`config.mk`:
```
export PLATFORM = sky130hd
export DESIGN_NAME = inst_prefetch_queue
export DESIGN_NICKNAME = d
export VERILOG_FILES = /design/src/rtl/ipq_pkg.sv /design/src/rtl/ipq_fifo.sv /design/src/rtl/inst_prefetch_queue.sv
export SDC_FILE = /design/constraint.sdc
export NUM_CORES = 1
export LEC_CHECK = 0
export BUFFER_PORTS_ARGS = -buffer_cell sky130_fd_sc_hd__buf_4
export CAP_MARGIN = 20
export CORE_MARGIN = 2
export CORE_UTILIZATION = 50
export DETAILED_ROUTE_END_ITERATION = 10
export PLACE_DENSITY_LB_ADDON = 0.25
export SYNTH_ARGS = -nofsm -noshare
export SYNTH_HDL_FRONTEND = slang
export SYNTH_SLANG_ARGS = --single-unit
export TNS_END_PERCENT = 50
```
`constraint.sdc`:
```
create_clock -name clk -period 6.4 [get_ports clk]
set_input_delay 0 -clock clk [delete_from_list [all_inputs] [get_ports clk]]
set_output_delay 0 -clock clk [all_outputs]
set_load 0.01 [all_outputs]
```
`src/rtl/ipq_pkg.sv`:
```
// Shared types and widths for the instruction prefetch queue.
package ipq_pkg;

  localparam int IW = 16;  // instruction word width
  localparam int AW = 16;  // word address width

  typedef enum logic [1:0] {
    FS_IDLE,  // no request outstanding
    FS_BUSY,  // request outstanding, data will be kept
    FS_DROP   // request outstanding, data belongs to a flushed stream
  } fetch_state_t;

  typedef struct packed {
    logic [AW-1:0] pc;
    logic [IW-1:0] inst;
  } entry_t;

endpackage

```
`src/rtl/ipq_fifo.sv`:
```
// Small circular FIFO of fetched {pc, inst} entries with a registered head.
// The head register keeps its last value when the queue drains or is cleared,
// so the decode-facing outputs hold steady while nothing valid is presented.
module ipq_fifo
  import ipq_pkg::*;
#(
  parameter int            DEPTH    = 4,
  parameter logic [AW-1:0] RESET_PC = '0,
  parameter int            CW       = $clog2(DEPTH) + 1
) (
  input  logic          clk,
  input  logic          rst,
  input  logic          clear,
  input  logic          push,
  input  entry_t        push_data,
  input  logic          pop,
  output entry_t        head,
  output logic          valid,
  output logic [CW-1:0] count
);

  localparam int PW = $clog2(DEPTH);

  entry_t        mem [DEPTH];
  logic [PW-1:0] rd_ptr;
  logic [PW-1:0] wr_ptr;
  logic [PW-1:0] rd_ptr_nxt;
  logic [CW-1:0] count_after_pop;
  logic [CW-1:0] count_nxt;
  logic          do_push;
  logic          do_pop;
  entry_t        head_nxt;

  assign valid   = (count != '0);
  assign do_pop  = pop && valid;
  assign do_push = push && ((count != CW'(DEPTH)) || do_pop);

  // Next occupancy and next head; a push into an empty (or just-emptied) queue
  // becomes the head directly.
  always_comb begin
    count_after_pop = count - CW'(do_pop);
    count_nxt       = count_after_pop + CW'(do_push);
    rd_ptr_nxt      = rd_ptr + PW'(do_pop);
    head_nxt        = (count_after_pop == '0) ? push_data : mem[rd_ptr_nxt];
  end

  // Pointers, occupancy and head register; clear empties the queue but leaves
  // the head value untouched.
  // NOTE: sequential state is always written with <= so every register samples
  // pre-edge values, independent of statement order.
  always_ff @(posedge clk or negedge rst) begin
    if (!rst) begin
      rd_ptr <= '0;
      wr_ptr <= '0;
      count  <= '0;
      head   <= '{pc: RESET_PC, inst: '0};
    end else if (clear) begin
      rd_ptr <= '0;
      wr_ptr <= '0;
      count  <= '0;
    end else begin
      if (do_push) wr_ptr <= wr_ptr + PW'(1);
      rd_ptr <= rd_ptr_nxt;
      count  <= count_nxt;
      if (count_nxt != '0) head <= head_nxt;
    end
  end

  // Entry storage.
  // NOTE: the array has no reset; a slot is only ever read after it was written.
  always_ff @(posedge clk) begin
    if (do_push && !clear) mem[wr_ptr] <= push_data;
  end

endmodule

```
`src/rtl/inst_prefetch_queue.sv`:
```
// Instruction prefetch queue: runs ahead of the core fetching sequential words
// from a variable-latency instruction memory (one request outstanding at most),
// buffers them in ipq_fifo and flushes on any non-sequential PC change.
module inst_prefetch_queue
  import ipq_pkg::*;
#(
  parameter int            DEPTH    = 4,
  parameter logic [AW-1:0] RESET_PC = 16'h0000
) (
  input  logic          clk,
  input  logic          rst,
  input  logic          advance,
  input  logic          redirect,
  input  logic [AW-1:0] redirect_pc,
  output logic [IW-1:0] inst_out,
  output logic [AW-1:0] inst_pc,
  output logic          inst_valid,
  output logic          fetch_stall,
  output logic          mem_req,
  output logic [AW-1:0] mem_addr,
  input  logic          mem_ack,
  input  logic [IW-1:0] mem_rdata
);

  localparam int CW = $clog2(DEPTH) + 1;

  fetch_state_t  state;
  logic [AW-1:0] fa;
  logic [CW-1:0] count;
  logic [CW-1:0] count_after;
  logic          push;
  logic          pop;
  logic          can_issue;
  logic          issue;
  entry_t        head;

  // Redirect overrides both ends of the queue; data returning while in
  // FS_DROP belongs to the flushed stream and is never pushed.
  assign push = (state == FS_BUSY) && mem_ack && !redirect;
  assign pop  = advance && inst_valid && !redirect;

  // Occupancy after this edge; any request still on the bus has completed
  // whenever this is consulted, so it alone decides whether room remains.
  assign count_after = count - CW'(pop) + CW'(push);
  assign can_issue   = (count_after < CW'(DEPTH));

  assign issue = !redirect &&
                 (((state == FS_IDLE) && can_issue) ||
                  ((state == FS_BUSY) && mem_ack && can_issue) ||
                  ((state == FS_DROP) && mem_ack));

  ipq_fifo #(
    .DEPTH   (DEPTH),
    .RESET_PC(RESET_PC),
    .CW      (CW)
  ) u_fifo (
    .clk      (clk),
    .rst      (rst),
    .clear    (redirect),
    .push     (push),
    .push_data('{pc: mem_addr, inst: mem_rdata}),
    .pop      (pop),
    .head     (head),
    .valid    (inst_valid),
    .count    (count)
  );

  assign inst_out    = head.inst;
  assign inst_pc     = head.pc;
  assign fetch_stall = ~inst_valid;

  // Fetch FSM with fetch pointer and registered memory request; the request
  // and its address hold until mem_ack, even across a redirect.
  always_ff @(posedge clk or negedge rst) begin
    if (!rst) begin
      state    <= FS_IDLE;
      fa       <= RESET_PC;
      mem_req  <= 1'b0;
      mem_addr <= RESET_PC;
    end else begin
      if (redirect) fa <= redirect_pc;
      if (issue) begin
        state    <= FS_BUSY;
        mem_req  <= 1'b1;
        mem_addr <= fa;
        fa       <= fa + AW'(1);
      end else begin
        case (state)
          FS_IDLE: ;
          FS_BUSY: begin
            if (mem_ack) begin
              state   <= FS_IDLE;
              mem_req <= 1'b0;
            end else if (redirect) begin
              state <= FS_DROP;
            end
          end
          FS_DROP: begin
            if (mem_ack) begin
              state   <= FS_IDLE;
              mem_req <= 1'b0;
            end
          end
          default: begin
            state   <= FS_IDLE;
            mem_req <= 1'b0;
          end
        endcase
      end
    end
  end

endmodule

```
==> out/metrics.csv <==
metric,value,unit
status,finished with violations,
yosysWarningCount,0,
io_buffers,87,
cp_cell_sequence,"dlygate4sd3_1, buf_4, inv_1, and3_1, ha_1, inv_1, ha_1, inv_1, o311ai_4, o211ai_4, nor2_4, mux2_2",
yosysTopAreaCell,edfxtp_1,
cp-end-kind,register,
synthXorXnorAreaFrac,0.00626,
ys_ff_latch,202,
cap_violations,0,
start_kind,primary input,
numClockSinks,202,
gp_congestion,0.773,
nFillCells,1197,
slew_viol_final,0,
seq_power_share,0.395,
max_freq,0.294,GHz
yosysMostFrequentCell,edfxtp_1,
critPathKind,in2reg,
synth_top_area_frac,0.458,
grt_setup_unrepaired,false,
wirelength,16900,um
clkTransAtPathRegs,0.06,ns
regToRegSetupSlack,3.21,ns
htree_num_levels,1,
synth-edff-count,128,
synth_compound_area_frac,0.0607,
io_pins,88,
ys_seq_area_frac,0.678,
drive_above_1_share,0.264,
wl_per_cell,18.2,um
synthSimpleGateAreaFrac,0.0961,
power_frac_clock,0.244,
fp.coreArea,0.0165,mm^2
critPathTopFamily,buffers and inverters,
cts_buffers,21,
avgSynthCellArea,14.8,um^2
vias,5161,
dieArea,0.0178,mm^2
final_cells,932,
grt_pass1_wl,27000,um
period_needed,3.40,ns
synth_top_family_by_area,multiplexers,
hold_violations,22,
leakage,0.00391,uW
ys.flop_type,edfxtp_1,
rr_startpoint,u_fifo.count[2],
synth.area.top_cells,"edfxtp_1 46%, dfrtp_1 22%, mux4_2 8.6%, nand2_1 3.4%, a31oi_1 3.2%",
dp_slack,3.11,ns
grt_pass1_vias,5080,
swShare,0.348,
tns,0,ns
cts_tree,done,
yosys-top-cells-count,"128 x edfxtp_1, 76 x nand2_1, 74 x dfrtp_1, 50 x nor2_1, 43 x a31oi_1",
hold_ws,-0.0213,ns
arrival,3.76,ns
dp.cells,852,
synthAdderAreaFrac,0.0224,
post-route-drc-count,0,
relSlewSlack,0.389,
vdd_drop_max,0.298,mV
synth_nets,620,
grt_overflow,0,
muxShareOfSynthArea,0.113,
ys_types,44,
reg2reg_depth,10,
regToRegEndpoint,mem_addr[5],
slowest_delay,0.62,ns
p_int,3190,uW
violations,hold timing,
drt_iter0_markers,410,
cellPowerDensity,469,mW/mm^2
fp.dieH,134,um
hp-class,in2async,
grt_max_degree,75,
synthCells,568,
cts_setup_buffers,0,
antenna_found_initial,0,
ant_nets,0,
final_area,0.0104,mm^2
worst_slew_pin_slew,0.916,ns
root_buffer,clkbuf_16,
min_period_over_period,0.531,
dr.pass1.iters,5,
place_area,0.00926,mm^2
grt_usage,0.192,
nNetsFinal,750,
cpMaxStageDelayCell,inv_1,
cp.required,6.76,ns
start_util,0.508,
postLayoutSetupSlackWorst,3.00,ns
async_flop_share,0.366,
path_max_fanout,29,
finClkSkew,0.00636,ns
crit_buf_inv,5,
row_count,47,
insertion_delay,0.48,ns
power_switching,1700,uW
hpwl,9800,um
synth_area,0.00840,mm^2
crit_top_cell,inv_1,
combPwrFrac,0.362,
vias_per_cell,5.54,
diodes,0,
finalSetupViolCount,0,
cts.path.max_buffers,3,
areaGrowthSynthToFinish,23.9,%
fin_util,0.630,
die_width,134,um
area by class of cell:
class / count / area, um^2 / share of cell area
Inverter: 17 / 63.8 / 0.00613
Tap cell: 220 / 275 / 0.0265
Timing Repair Buffer: 135 / 1140 / 0.109
Sequential cell: 202 / 5700 / 0.547
Clock buffer: 28 / 613 / 0.0589
Multi-Input combinational cell: 321 / 2540 / 0.244
Clock inverter: 9 / 80.1 / 0.00770
how the worst max path moves through the flow:
stage	from	end	slack, ns	depth (start not counted)
floorplan	u_fifo.count[2]	u_fifo.head[0]	3.52	10
global placement	redirect	mem_addr[6]	3.19	11
detailed placement	redirect	mem_addr[0]	3.11	11
CTS	redirect	mem_addr[5]	3.02	12
global route	redirect	mem_addr[6]	2.77	12
finish	redirect	mem_addr[5]	3.00	12
worst register-to-register path, stage by stage, from the launching register on:
cell and delay, ns:
dfrtp_1 0.42, or3_1 0.44, and3_1 0.21, ha_1 0.17
inv_1 0.05, ha_1 0.21, inv_1 0.11, o31a_1 0.26
o211ai_4 0.27, nor2_4 0.53, mux2_2 0.41
placed cells by master, fill, tap and decap left out, types with 8 or more instances in the layout:
master         Yosys  layout
nand2_1           76      76
mux4_2            32      32
a31oi_1           43      43
buf_4              0      92
nor2_1            50      50
edfxtp_1         128     128
dfrtp_1           74      74
mux2_4             9       9
o31ai_1            8       8
nand3_1           15      15
ha_1              15      14
inv_1             17      17
dlygate4sd3_1      0      42
or4_1              9       9
clkbuf_16          0      22
state kept, by name, indices dropped and copies added, names as in the netlist:
| name | count |
|---|---|
| u_fifo.wr_ptr | 2 |
| u_fifo.rd_ptr | 2 |
| state | 2 |
| u_fifo.head | 32 |
| u_fifo.mem | 128 |
| mem_addr | 16 |
| mem_req | 1 |
| u_fifo.count | 3 |
| fa | 16 |
routing by layer:
layer,GRT usage,up-vias,share of wire
met5,0,-,0
met4,0.0437,0,0.018
met3,0.0301,29,0.048
met2,0.326,137,0.49
met1,0.266,2600,0.44
li1,-,2395,-
logic make-up (layout without fill, tap and decap cells):
logic type,count (synthesis),count (layout)
flip-flops,202,202
AND/OR/NAND/NOR,177,177
AO/OA/AOI/OAI,74,74
multiplexers,49,49
buffers and inverters,45,189
adder cells (fa/ha/maj),15,15
XOR/XNOR,6,6
timing repair:
action                                 in CTS  in global routing
hold buffers                               42                  0
endpoints found under the hold margin     178                  0
gates resized for setup                     0                  0
power groups by stage:
stage	Sequential (uW)	Combinational [uW]	Clock, uW
after floorplan	1950	1130	0
after global placement	1930	1710	0
after detailed placement	1950	1750	0
after CTS	1930	1790	1210
after global routing	1960	1950	1260
final	1930	1770	1190
stage by stage:
step / power (uW) / hold slack [ns]
finish: 4880 / -0.0213
global route: 5180 / 0.0130
CTS: 4920 / 0.216
detailed placement: 3700 / 0.212
global placement: 3650 / 0.212
floorplan: 3080 / -0.296
Note: power is estimated with default switching activity, not from simulation.
